`src/rtl/lane_runner_pkg.sv`:
```
// Shared constants and types for the lane-runner drawing pipeline.
// Holds the screen geometry, the pixel format, the lane layout and the
// framebuffer write arbiter state type. There are no ports; modules
// import it with import lane_runner_pkg::*.
package lane_runner_pkg;

  // Pixel and coordinate formats.
  localparam int unsigned nX          = 10;
  localparam int unsigned nY          = 9;
  localparam int unsigned COLOR_DEPTH = 9;

  // Visible area. Anything at or beyond these limits is off-screen.
  localparam logic [nX-1:0] XSCREEN = 10'd640;
  localparam logic [nY-1:0] YSCREEN = 9'd480;

  // Colour the sprite engines treat as see-through. They drop such pixels
  // themselves, so the arbiter never looks at it.
  localparam logic [COLOR_DEPTH-1:0] TRANSPARENT_COLOR = 9'h1C7;

  // Lane layout of the playfield.
  localparam int unsigned NUM_LANES  = 3;
  localparam int unsigned LANE_WIDTH = 160;
  localparam int unsigned LANE_X0    = 80;

  // Framebuffer write arbiter states.
  typedef enum logic {
    StIdle,
    StGrant
  } arb_state_e;

  // True when the coordinate lies inside the visible area.
  function automatic logic on_screen(input logic [nX-1:0] x, input logic [nY-1:0] y);
    return (x < XSCREEN) && (y < YSCREEN);
  endfunction

endpackage

```
`src/rtl/rr_picker.sv`:
```
// Combinational round-robin picker.
// Scans the eligible vector starting one position after the last winner,
// wrapping around, and reports the first eligible requester.
//   eligible_i : requesters that may be granted this cycle
//   last_i     : index of the previous winner
//   winner_o   : one-hot winner (all zero when nothing is eligible)
//   valid_o    : a winner was found
module rr_picker #(
  parameter int unsigned NumReq = 3,
  localparam int unsigned IdxW  = (NumReq > 1) ? $clog2(NumReq) : 1
) (
  input  logic [NumReq-1:0] eligible_i,
  input  logic [IdxW-1:0]   last_i,
  output logic [NumReq-1:0] winner_o,
  output logic              valid_o
);

  always_comb begin
    logic            found;
    logic [IdxW-1:0] idx;
    found    = 1'b0;
    idx      = '0;
    winner_o = '0;
    // Offset NumReq wraps back to last_i itself, so it is considered last.
    for (int unsigned off = 1; off <= NumReq; off++) begin
      idx = IdxW'((32'(last_i) + off) % NumReq);
      if (!found && eligible_i[idx]) begin
        winner_o[idx] = 1'b1;
        found         = 1'b1;
      end
    end
    valid_o = found;
  end

endmodule

```
`src/rtl/vga_write_arbiter.sv`:
```
// Framebuffer write-port arbiter for the sprite engines.
// Requesters (0 = player, 1 = obstacles, 2 = HUD) raise req for a burst, get
// an exclusive registered grant, stream pixels with wr and drop req to
// release. Grants rotate round-robin. A grant held for MAX_HOLD cycles is
// forcibly released and the offender masked until it drops req. Pixels
// falling off-screen are discarded without disturbing the last written pixel.
//   Clock, Resetn   : clock, synchronous active-low reset
//   req, wr         : per-requester burst request and pixel valid
//   x_in/y_in/color_in : packed per-requester pixel, requester k at [k*W +: W]
//   gnt             : registered one-hot grant
//   VGA_x/y/color/write : registered pixel to the VGA adapter
//   timeout         : one-cycle pulse when a grant is forcibly released
module vga_write_arbiter
  import lane_runner_pkg::*;
#(
  parameter int unsigned NUM_REQ  = 3,
  parameter int unsigned MAX_HOLD = 8192
) (
  input  logic                           Clock,
  input  logic                           Resetn,
  input  logic [NUM_REQ-1:0]             req,
  input  logic [NUM_REQ-1:0]             wr,
  input  logic [NUM_REQ*nX-1:0]          x_in,
  input  logic [NUM_REQ*nY-1:0]          y_in,
  input  logic [NUM_REQ*COLOR_DEPTH-1:0] color_in,
  output logic [NUM_REQ-1:0]             gnt,
  output logic [nX-1:0]                  VGA_x,
  output logic [nY-1:0]                  VGA_y,
  output logic [COLOR_DEPTH-1:0]         VGA_color,
  output logic                           VGA_write,
  output logic                           timeout
);

  localparam int unsigned IdxW  = (NUM_REQ > 1) ? $clog2(NUM_REQ) : 1;
  localparam int unsigned HoldW = (MAX_HOLD > 1) ? $clog2(MAX_HOLD) : 1;
  localparam logic [HoldW-1:0] HoldMax  = HoldW'(MAX_HOLD - 1);
  localparam logic [IdxW-1:0]  LastInit = IdxW'(NUM_REQ - 1);

  arb_state_e               state_q, state_d;
  logic [NUM_REQ-1:0]       gnt_q, gnt_d;
  logic [NUM_REQ-1:0]       mask_q, mask_d;
  logic [IdxW-1:0]          last_q, last_d;
  logic [HoldW-1:0]         hold_q, hold_d;
  logic                     timeout_q, timeout_d;
  logic [nX-1:0]            vga_x_q, vga_x_d;
  logic [nY-1:0]            vga_y_q, vga_y_d;
  logic [COLOR_DEPTH-1:0]   vga_color_q, vga_color_d;
  logic                     vga_write_q, vga_write_d;

  logic [NUM_REQ-1:0]       eligible;
  logic [NUM_REQ-1:0]       pick_oh;
  logic                     pick_valid;
  logic [IdxW-1:0]          pick_idx;
  logic                     owner_req;

  logic                     pix_hit;
  logic [nX-1:0]            pix_x;
  logic [nY-1:0]            pix_y;
  logic [COLOR_DEPTH-1:0]   pix_color;

  // ---------------------------------------------------------------------------
  // Arbitration
  // ---------------------------------------------------------------------------
  assign eligible  = req & ~mask_q;
  assign owner_req = |(req & gnt_q);

  rr_picker #(
    .NumReq (NUM_REQ)
  ) u_rr_picker (
    .eligible_i (eligible),
    .last_i     (last_q),
    .winner_o   (pick_oh),
    .valid_o    (pick_valid)
  );

  always_comb begin
    pick_idx = '0;
    for (int unsigned k = 0; k < NUM_REQ; k++) begin
      if (pick_oh[k]) begin
        pick_idx = IdxW'(k);
      end
    end
  end

  always_comb begin
    state_d   = state_q;
    gnt_d     = gnt_q;
    last_d    = last_q;
    hold_d    = hold_q;
    timeout_d = 1'b0;
    // A masked requester becomes eligible again once it lets go of req.
    mask_d    = mask_q & req;

    unique case (state_q)
      StIdle: begin
        gnt_d = '0;
        if (pick_valid) begin
          gnt_d   = pick_oh;
          last_d  = pick_idx;
          hold_d  = '0;
          state_d = StGrant;
        end
      end
      StGrant: begin
        if (!owner_req) begin
          gnt_d   = '0;
          state_d = StIdle;
        end else if (hold_q == HoldMax) begin
          gnt_d     = '0;
          mask_d    = mask_d | gnt_q;
          timeout_d = 1'b1;
          state_d   = StIdle;
        end else begin
          hold_d = hold_q + 1'b1;
        end
      end
      default: begin
        gnt_d   = '0;
        state_d = StIdle;
      end
    endcase
  end

  // ---------------------------------------------------------------------------
  // Pixel path
  // ---------------------------------------------------------------------------
  // The grant is one-hot, so at most one requester can hit. The owner's wr is
  // honoured for as long as its grant bit is set, regardless of req.
  always_comb begin
    pix_hit   = 1'b0;
    pix_x     = '0;
    pix_y     = '0;
    pix_color = '0;
    for (int unsigned k = 0; k < NUM_REQ; k++) begin
      if (gnt_q[k] && wr[k]) begin
        pix_hit   = 1'b1;
        pix_x     = x_in[k*nX +: nX];
        pix_y     = y_in[k*nY +: nY];
        pix_color = color_in[k*COLOR_DEPTH +: COLOR_DEPTH];
      end
    end
  end

  // Clipped pixels leave the previous coordinate and colour on the bus.
  always_comb begin
    vga_x_d     = vga_x_q;
    vga_y_d     = vga_y_q;
    vga_color_d = vga_color_q;
    vga_write_d = 1'b0;
    if (pix_hit && on_screen(pix_x, pix_y)) begin
      vga_x_d     = pix_x;
      vga_y_d     = pix_y;
      vga_color_d = pix_color;
      vga_write_d = 1'b1;
    end
  end

  // ---------------------------------------------------------------------------
  // State
  // ---------------------------------------------------------------------------
  always_ff @(posedge Clock) begin
    if (!Resetn) begin
      state_q     <= StIdle;
      gnt_q       <= '0;
      mask_q      <= '0;
      last_q      <= LastInit;
      hold_q      <= '0;
      timeout_q   <= 1'b0;
      vga_x_q     <= '0;
      vga_y_q     <= '0;
      vga_color_q <= '0;
      vga_write_q <= 1'b0;
    end else begin
      state_q     <= state_d;
      gnt_q       <= gnt_d;
      mask_q      <= mask_d;
      last_q      <= last_d;
      hold_q      <= hold_d;
      timeout_q   <= timeout_d;
      vga_x_q     <= vga_x_d;
      vga_y_q     <= vga_y_d;
      vga_color_q <= vga_color_d;
      vga_write_q <= vga_write_d;
    end
  end

  assign gnt       = gnt_q;
  assign timeout   = timeout_q;
  assign VGA_x     = vga_x_q;
  assign VGA_y     = vga_y_q;
  assign VGA_color = vga_color_q;
  assign VGA_write = vga_write_q;

endmodule

```
`config.mk`:
```
export PLATFORM = sky130hd
export DESIGN_NAME = vga_write_arbiter
export DESIGN_NICKNAME = d
export VERILOG_FILES = /design/src/rtl/lane_runner_pkg.sv /design/src/rtl/rr_picker.sv /design/src/rtl/vga_write_arbiter.sv
export SDC_FILE = /design/constraint.sdc
export NUM_CORES = 1
export LEC_CHECK = 0
export ABC_AREA = 1
export BUFFER_PORTS_ARGS = -buffer_cell sky130_fd_sc_hd__buf_2
export CAP_MARGIN = 40
export CELL_PAD_IN_SITES_DETAIL_PLACEMENT = 0
export CELL_PAD_IN_SITES_GLOBAL_PLACEMENT = 1
export CORE_MARGIN = 5
export CORE_UTILIZATION = 31
export CTS_BUF_LIST = sky130_fd_sc_hd__clkbuf_2
export CTS_CLUSTER_DIAMETER = 200
export DETAILED_ROUTE_END_ITERATION = 8
export PLACE_DENSITY_LB_ADDON = 0.25
export SLEW_MARGIN = 20
export SYNTH_ARGS = -nofsm -noshare
export SYNTH_HDL_FRONTEND = slang
export SYNTH_SLANG_ARGS = --single-unit
```
`constraint.sdc`:
```
create_clock -name Clock -period 1.86 [get_ports Clock]
set_input_delay 0.372 -clock Clock [delete_from_list [all_inputs] [get_ports Clock]]
set_output_delay 0.372 -clock Clock [all_outputs]
set_load 0.02 [all_outputs]
```
# Yosys cells after proc, flatten, opt, wreduce, memory -nomap -nowiden
# Cells that the tools add are included.
# word_totals
register_bits,52
input_bits,92
out_inout_bits,33
word_cells,103
# classes
n_addsub,4
div_mod_pow,3
magnitude_cmp,8
n_eq_ne,5
mux,49
bitwise,8
reduce_logical,16
# ops
op,n
"remainder unit 32 x 2 -> 32 bit, second input constant",3
2-to-1 mux 9 bit,6
2-to-1 mux 13 bit,3
2-to-1 mux 10 bit,3
2-to-1 mux 3 bit,9
one-hot mux 13 bit (2 select lines),1
2-to-1 mux 1 bit,18
"adder 13 x 1 -> 13 bit, second input constant",1
"equality test 13 bit, second input constant",1
logical AND 1 bit,10
"less-than comparator 10 bit, second input constant",1
AND 3 bit,3
"less-than comparator 2 x 3 -> 1 bit, second input constant",3
"less-than comparator 9 bit, second input constant",1
bitwise OR 3 bit,3
"adder 2 x 2 -> 3 bit, second input constant",2
binary-select mux 1 bit (select 2 bit),3
demux 1 bit (select 2 bit),3
">= comparator 2 x 1 -> 1 bit, second input constant",3
one-hot mux 3 bit (2 select lines),1
AND reduction 3 bit,2
"inequality test 2 bit, second input constant",2
"adder 2 x 1 -> 3 bit, second input constant",1
"inequality test 3 x 2 -> 1 bit, second input constant",1
other kinds (8),9

# Depth between registers and ports, before layout
# Gate-level depths: netlist (run 1).
# depth
ltp_word,13
depth_mapped,14
depth_no_buf,14

# Modules after synthesis
# Synthesis (run 1) repeated with hierarchy kept, for this count alone.
# hier_totals
hier_cells,517
hier_area_um2,3236.9
# modules_own_cells
module,n_inst,cells_per_inst,area_per_inst_um2,seq_area_each_um2
vga_write_arbiter,1,470,2964.1,1041.0
rr_picker,1,47,272.8,0.0

# Worst setup path before layout (run 1)
# Ideal clock, no wire load.
# synth_path
kind,reg-to-reg
startpoint,register last_q[0]
endpoint,register hold_q[2]
setup_time_ns,0.118
t_arrival_ns,1.780
required_time_ns,1.742
setup_slack_ns,-0.038
stages_incl_launch_ff,14
path_buffers,1
synth_period_minus_slack_ns,1.898
path_cell_list,dfxtp_1 inv_1 ha_1 inv_2 nand2_1 nand2_1 nand2_1 nand2_2 nand3_1 nand2_1 nand2_1 buf_2 a21oi_1 nor2_1
# synth_between
elab_chain_len,13
word_cells_on_any_way,21
classes_between,3 x add/sub; 3 x div; 1 x eq/ne; 9 x mux; 5 x reduce/logical
# synth_lines
element,line_no,text
start: declaration,vga_write_arbiter.sv:42,"logic [IdxW-1:0] last_q, last_d;"
start signal: assignment,vga_write_arbiter.sv:166,last_q <= LastInit;
start signal: assignment,vga_write_arbiter.sv:177,last_q <= last_d;
adder 2 x 1 -> 3 bit,rr_picker.sv:26,idx = IdxW'((32'(last_i) + off) % NumReq);
remainder unit 32 x 2 -> 32 bit,rr_picker.sv:26,
binary-select mux 1 bit (select 2 bit),rr_picker.sv:27,if (!found && eligible_i[idx]) begin
2-to-1 mux 1 bit (implied by the code),rr_picker.sv:27,
2-to-1 mux 1 bit,rr_picker.sv:27,
zero test 1 bit,rr_picker.sv:27,
logical AND 1 bit,rr_picker.sv:27,
2-to-1 mux 1 bit,rr_picker.sv:27,
zero test 1 bit,rr_picker.sv:27,
logical AND 1 bit,rr_picker.sv:27,
2-to-1 mux 1 bit (*),rr_picker.sv:27,
inequality test 2 bit (no source line) (*),-,
AND reduction 3 bit (no source line) (*),-,
end signal: assignment,vga_write_arbiter.sv:178,hold_q <= hold_d;
end: declaration,vga_write_arbiter.sv:43,"logic [HoldW-1:0] hold_q, hold_d;"
# Every way passes the cells marked *; elsewhere a longest branch is shown, timed or not. The select of a mux whose other input is x is not followed.
# A chain may end at the register's enable or synchronous reset.

# Worst setup path after layout (run 1)
# layout_path
startpoint,register last_q[1]
endpoint,register hold_q[8]
# Same word-level chain as after synthesis.

==> results of run 1 <==
worst paths after layout:
check	start	end	slack, ns	cells past startpoint
max	last_q[1]	hold_q[8]	0.10	12
min	req[1]	mask_q[1]	0.14	3
max reg2reg	last_q[1]	hold_q[8]	0.10	12
min reg2reg	mask_q[1]	mask_q[1]	0.50	2
power groups by stage:
stage | clock [mW] | combinational, mW | sequential [mW]
2_1_floorplan | 0 | 2.01 | 2.14
3_3_place_gp | 0 | 3.64 | 1.76
3_5_place_dp | 0 | 3.70 | 1.76
4_1_cts | 0.670 | 3.75 | 1.74
5_1_grt | 0.699 | 4.41 | 1.79
6_report | 0.639 | 3.97 | 1.74
sequential cells by signal, indices dropped and copies added, names as in the netlist:
signal and flops:
hold_q 13, VGA_x 10, VGA_color 9, VGA_y 9, gnt 3, mask_q 3, last_q 2, VGA_write 1
state_q 1, timeout 1
cell type report:
cell class	count	area [µm²]	share of cell area, %
Clock buffer	6	30.0	0.674
Sequential cell	52	1050	23.5
Timing Repair Buffer	163	961	21.6
Tap cell	136	170	3.82
Clock inverter	2	38.8	0.870
Multi-Input combinational cell	418	2090	46.9
Timing Repair inverter	1	7.51	0.168
Inverter	28	111	2.50
worst min-delay path: stages:
cell     delay, ns
buf_2         0.12
nand3_1       0.06
nand2_1       0.05
layer usage:
metal  up-vias  GRT usage (%)  part of all wire [%]
li1       2020              -                     -
met1      1721           20.4                    43
met2       117           30.2                    49
met3         7           4.87                   7.2
met4         0           3.45                  0.88
met5         -              0                     0
placed cells by master, fill, tap and decap left out, types with 2 or more instances in the layout:
master,count
buf_6,4
nand2_1,127
nand4_1,31
xor2_1,5
inv_1,22
dfxtp_1,48
buf_2,124
nor2_4,2
nor3_1,3
nor2_1,80
a21oi_2,3
dfxtp_2,3
a21oi_1,59
clkbuf_2,6
nand3b_1,3
nand2_2,7
buf_4,32
nand2_4,5
clkinvlp_4,2
xnor2_1,4
nand3_1,61
nor2_2,16
inv_2,4
ha_4,2
o21ai_0,2
o211ai_1,2
ha_1,2
buf_12,2
per-stage QoR:
step | std cells | instance area, µm²
6_report | 806 | 4460
5_1_grt | 806 | 4460
4_1_cts | 800 | 4320
3_5_place_dp | 792 | 4240
3_3_place_gp | 792 | 4240
2_1_floorplan | 525 | 3320
synth_stat cells:
cell type	count	area [µm²]
inv_1	24	90.1
nor2_8	1	20.0
o21ai_0	2	10.0
dfxtp_1	52	1040
inv_2	4	15.0
nand3_1	62	310
o211ai_1	2	15.0
nor3_1	3	15.0
nand2_4	5	56.3
ha_1	5	62.6
nand4_1	31	194
nand3b_1	3	22.5
clkbuf_1	12	45.0
xor2_1	5	43.8
buf_6	2	22.5
nor2_1	82	308
nand2_2	3	18.8
nand2_1	131	492
a21oi_1	62	310
buf_1	4	15.0
o32ai_1	1	8.76
nor2_2	14	87.6
buf_8	1	15.0
buf_2	10	50.1
xnor2_1	4	35.0
kinds of logic (layout without fill, tap and decap cells):
logic type | after synthesis | after routing | synth area share (%)
compound gates | 67 | 67 | 10.4
xor+xnor | 9 | 9 | 2.39
fa+ha+maj | 5 | 5 | 1.89
buf+inv | 57 | 200 | 7.65
flops | 52 | 52 | 31.5
simple gates | 335 | 337 | 46.1
what timing repair did:
item / in CTS / in global routing
gates resized for setup: 4 / 23
pin swaps: 1 / 8
endpoints found under the hold margin: 0 / 0
setup buffers: 0 / 3
gates cloned: 0 / 3
setup endpoints to repair: 12 / 46
==> out/qor.yml, run 1 <==
run_status:
  status: "complete, no violations"
pwr:
  power_leakage_nw: 2.10
  power_frac_clock_pct: 10.1
  seqPwrFrac_pct: 27.4
  power_frac_comb_pct: 62.5
  switchingPower_mw: 3.02
  p_per_area_nw_per_um2: 1430
  switching_share_pct: 47.6
  power.internal_mw: 3.33
  total_power_mw: 6.35
  peakVddDrop_mv: 0.607
placement:
  port_buffers: 124
  place_congestion: 0.804
  hpwl_mm: 8.60
  place_ws_ns: -0.0382
clocking:
  clk_pin_slew_ns: 0.29
  clock-sinks: 52
  numCtsBuffers: 5
  tritoncts: "built"
  cts_hold_buf: 0
  clockRootBuffer: "clkbuf_2"
  max-clock-path-buffers: 2
  htreeDepth: 2
  clk_latency_ns: 0.46
logic_synthesis:
  synth_cell_types: 25
  synthesis.area_um2: 3300
  netlist_instances: 525
  ys_seq_elements: 52
  ys_seq_area_share_pct: 31.5
  yosysWarnings: 0
  syn_avg_cell_area_um2: 6.29
  synth_nets: 622
timing:
  setup_viol_count_final: 0
  worst_slack_ns: 0.103
  clock_skew_ns: 0.0171
  post-route-period-util_pct: 94.5
  tightest_slew_ns: 0.562
  finalHoldViolations: 0
  slew_headroom_pct: 62.5
  hold_slack_ns: 0.137
  maxSlewViolCount: 0
  period_minus_slack_ns: 1.76
  fmax_mhz: 569
  fin_setup_tns_ns: 0
  rsz0062_at_grt: "true"
critical_path:
  crit_buf_inv: 3
  cp.required_ns: 2.28
  crit_chain: "buf_12, ha_4, inv_4, nand2_1, nand2_1, nand2_1, nand2_2, nand3_2, nand2_2, buf_8, nand3_1, a21oi_1"
  critical_path_class: "register to register"
  crit_top_cell: "nand2_1"
  critPathTopFamily: "simple AND/OR/NAND/NOR gates"
  critical_path_peak_fanout: 14
  cp.arrival_ns: 2.18
  cpMaxStageDelayCell: "dfxtp_4"
  start_kind: "register"
  cp_slowest_stage_delay_ns: 0.43
  endpoint_kind: "register"
floorplan:
  core_area_um2: 10400
  initial_core_util_pct: 31.9
  die_w_um: 113
  dieHeight_um: 113
  num_io_pins: 125
  rows: 37
  dieArea_um2: 12800
grt:
  grt_max_degree: 29
  track_usage_pct: 17.0
  antenna_found_initial: 0
  grt_pass1_wl_mm: 17.9
  globalRouteOverflowTotal: 0
  grt_pass1_vias: 3788
run:
  maxCapViolations: 0
route:
  wl_mm: 11.4
  vias: 3865
  antenna_left: 0
  wl_per_cell_um: 14.2
  via_per_inst: 4.80
  drt_first_iter_violations: 190
  drc_errors: 0
  drt_first_pass_iters: 4
min_path:
  hold_class: "input pin to register"
cells_and_area:
  diodes: 0
  nets: 766
  syn_to_final_growth_pct: 35.0
  nFillCells: 1134
  drive_above_1_share_pct: 32.8
  final_util_pct: 43.0
Note: power is estimated with default switching activity, not from simulation.
==> run 2, diff against run 1 <==
--- a/config.mk
+++ b/config.mk
@@ -5,16 +5,16 @@
 export SDC_FILE = /design/constraint.sdc
 export NUM_CORES = 1
 export LEC_CHECK = 0
-export ABC_AREA = 1
 export BUFFER_PORTS_ARGS = -buffer_cell sky130_fd_sc_hd__buf_2
 export CAP_MARGIN = 40
 export CELL_PAD_IN_SITES_DETAIL_PLACEMENT = 0
 export CELL_PAD_IN_SITES_GLOBAL_PLACEMENT = 1
 export CORE_MARGIN = 5
-export CORE_UTILIZATION = 31
+export CORE_UTILIZATION = 32
 export CTS_BUF_LIST = sky130_fd_sc_hd__clkbuf_2
 export CTS_CLUSTER_DIAMETER = 200
 export DETAILED_ROUTE_END_ITERATION = 8
+export MAX_ROUTING_LAYER = met4
 export PLACE_DENSITY_LB_ADDON = 0.25
 export SLEW_MARGIN = 20
 export SYNTH_ARGS = -nofsm -noshare
==> run 2 against run 1 <==
Compared with the run above:
- the run now ends with setup timing left
- first-iteration DRC count is 45% higher
- critical path type unchanged
- critical endpoint is now last_q[0]
- total power is 33% lower
- clock skew is 0.0026 ns higher
- routed wire length is 15% lower
- die area is 11% lower
- combinational power is 37% lower
- final area is 3.0% lower
- synthesized area is 8.7% lower
- via count is 17% lower
- global-route usage is 0.78 points lower
==> out/qor.yml, run 2 <==
critical_path:
  r2r_cells: 7  # -5
  cp.required_ns: 2.20  # -0.08 ns
  r2r_start: "last_q[0]"
  endpoint_kind: "register"
  crit_end: "last_q[0]"
  start_kind: "register"
  critical_path_class: "register to register"
  critical_path_peak_fanout: 4  # -10
  cp.arrival_ns: 2.22  # +0.04 ns
  r2r_end: "last_q[0]"
  startpoint: "last_q[0]"
  rrSetupSlack_ns: -0.02  # -0.12 ns
timing:
  finalHoldViolations: 0  # unchanged
  period_minus_slack_ns: 1.88  # +0.119 ns
  setup_viol_count_final: 7  # +7
  worst_slack_ns: -0.0169  # -0.119 ns
  hold_slack_ns: 0.250  # +0.113 ns
  tightest_slew_ns: 0.424  # -0.138 ns
  post-route-period-util_pct: 101  # +6.4 points
  maxSlewViolCount: 0  # unchanged
  fin_setup_tns_ns: -0.0797  # -0.0797 ns
  rsz0062_at_grt: "true"
  clock_skew_ns: 0.0198  # +0.00261 ns
  slew_headroom_pct: 71.7  # +9.2 points
  fmax_mhz: 533  # -6.4%
grt:
  globalRouteOverflowTotal: 0  # unchanged
  global_route.usage.met3_pct: 3.25  # -1.6 points
  grt_pass1_wl_mm: 14.8  # -17%
  grt_max_degree: 25  # -14%
  antenna_found_initial: 1  # +1
  met1_usage_pct: 20.7  # +0.35 points
  grt_util_met2_pct: 26.3  # -3.9 points
  track_usage_pct: 16.2  # -0.78 points
  grt-busiest-layer: "met2"
  grt_pass1_vias: 3075  # -19%
logic_synthesis:
  ys_seq_area_share_pct: 34.5  # +3.0 points
  yosys.area.top_type: "dfxtp_1"
  yosysTopAreaCellShare_pct: 34.5  # +3.0 points
  synthXorXnorAreaFrac_pct: 2.91  # +0.52 points
  synth.area.top_cells: "dfxtp_1 35%, a222oi_1 8.3%, mux2i_1 7.6%"
  synth_cell_types: 59  # +140%
  synth-adder-area-share_pct: 2.08  # +0.18 points
  synthesis.area_um2: 3010  # -8.7%
  synth_compound_area_share_pct: 23.4  # +13 points
  synth_top_family_by_area: "simple AND/OR/NAND/NOR gates"
  syn_avg_cell_area_um2: 8.97  # +43%
  synth-simple-area-share_pct: 23.7  # -22 points
  netlist_instances: 336  # -36%
  yosys-top-cells-count: "52 x dfxtp_1, 34 x nand2_1, 28 x nand2b_1, 25 x a222oi_1, 23 x mux2i_1"
  yosysMostFrequentCell: "dfxtp_1"
  yosysWarnings: 0  # unchanged
  synthArstFlopShare_pct: 0  # unchanged
  synth-edff-count: 0  # unchanged
  ys.flop_type: "dfxtp_1"
  synth_nets: 433  # -30%
  synth_mux_area_share_pct: 8.01  # +8.0 points
  ys_seq_elements: 52  # unchanged
cells_and_area:
  syn_to_final_growth_pct: 43.4
  mostFrequentLayoutCells: "124 x buf_2, 47 x dfxtp_1, 34 x nand2_1"
  largest_reg_flops: 13  # unchanged
  drive_above_1_share_pct: 44.5  # +12 points
  final_common_cell: "buf_2"
  nets: 584  # -24%
  stdcell_area_um2: 4320  # -3.0%
  nFillCells: 916  # -19%
  top_register: "hold_q"
route:
  via_per_inst: 5.37  # +12%
  vias: 3222  # -17%
  drt_first_pass_iters: 7  # +3
  wl_mm: 9.75  # -15%
  drt_first_iter_violations: 275  # +45%
  drc_errors: 0  # unchanged
  antenna_left: 0  # unchanged
  wl_per_cell_um: 16.3  # +15%
run:
  maxCapViolations: 0  # unchanged
floorplan:
  dieArea_um2: 11500  # -11%
  die_w_um: 107  # -5.5%
  dieHeight_um: 107  # -5.5%
  initial_core_util_pct: 32.8  # +0.92 points
  core_area_um2: 9200  # -11%
  num_io_pins: 125  # unchanged
  rows: 35  # -5.4%
clocking:
  htreeDepth: 2  # unchanged
  clockRootBuffer: "clkbuf_2"
  clock-sinks: 52  # unchanged
  max-clock-path-buffers: 2  # unchanged
  cts_hold_buf: 0  # unchanged
  numCtsBuffers: 5  # unchanged
  clk_latency_ns: 0.43  # -0.03 ns
  tritoncts: "built"
  clk_pin_slew_ns: 0.25  # -0.04 ns
placement:
  hpwl_mm: 7.47  # -13%
  place_ws_ns: -0.0862  # -0.0481 ns
  place_congestion: 0.908  # +13%
  port_buffers: 124  # unchanged
  place_area_um2: 4040  # -4.7%
pwr:
  power_leakage_nw: 1.71  # -18%
  peakVddDrop_mv: 0.569  # -6.3%
  p_per_area_nw_per_um2: 989  # -31%
min_path:
  hold_class: "input pin to register"
run_status:
  violations: "setup timing"
  status: "finished with violations"
[run 2: changes by cell type in the layout (fill, tap and decap cells not counted), sizes merged, moves of 7 or more]
cell and change:
mux2i +23, nor4 +7, nor2 -84, nand2 -104
nand3 -55, inv -21, nand2b +28, a222oi +25
a21oi -50, nand4 -23
[run 2: cells by family after synthesis]
family / after synthesis
buffers and inverters: 30
xor gates and xnor gates: 10
muxes: 24
adders and majority gates: 5
DFF: 52
AOI/OAI and AO/OA: 83
and+or+nand+nor: 132
[run 2: report_power, final]
group	switching (mW)	total [mW]	internal (mW)
registers	0.0927	1.33	1.24
logic	1.27	2.49	1.22
clock network	0.370	0.457	0.0869
total	1.73	4.28	2.54
[run 2: critical path, stage by stage, from the launching register on]
cell     delay (ns)
dfxtp_2        0.38
inv_2          0.08
ha_4           0.21
or3b_4         0.41
a21oi_4        0.22
nor4_1         0.08
a41oi_1        0.30
o32ai_2        0.11
[run 2: area by class of cell]
class,count,area (µm²),share of cell area [%]
multi-input combinational,255,2030,47.1
sequential,52,1050,24.4
clock inverter,3,18.8,0.434
inverter,7,26.3,0.608
tap,111,139,3.21
clock buffer,5,25.0,0.579
timing repair buffer,166,1020,23.6
antenna,1,2.50,0.0579
[run 2: layer usage]
| layer | routed length, µm | part of all wire [%] | vias up |
|---|---|---|---|
| li1 | - | - | 1595 |
| met1 | 4270 | 44 | 1494 |
| met5 | 0 | 0 | - |
| met2 | 4710 | 48 | 125 |
| met3 | 669 | 6.9 | 8 |
| met4 | 99 | 1.0 | 0 |
[run 2: metrics by stage]
step | std cells | util (%) | power (mW)
after global placement | 586 | 44.0 | 3.45
after floorplan | 336 | - | 2.68
after CTS | 596 | 44.7 | 4.00
final | 600 | 47.0 | 4.28
after detailed placement | 586 | 44.0 | 3.46
after global routing | 600 | 47.0 | 4.57
[run 2: worst min path at each step]
stage	start	to	slack, ns	depth (start not counted)
finish	req[0]	mask_q[0]	0.25	2
global route	req[1]	mask_q[1]	0.20	2
CTS	req[0]	mask_q[0]	0.21	2
detailed placement	VGA_color[3]	VGA_color[3]	0.45	2
global placement	VGA_x[5]	VGA_x[5]	0.44	2
floorplan	hold_q[1]	hold_q[1]	0.45	2
[run 2: repair_timing]
item,in CTS,in global routing
gates resized for setup,4,37
gates cloned,1,2
pin swaps,4,16
endpoints found under the setup margin,19,42
buffers inserted,1,1
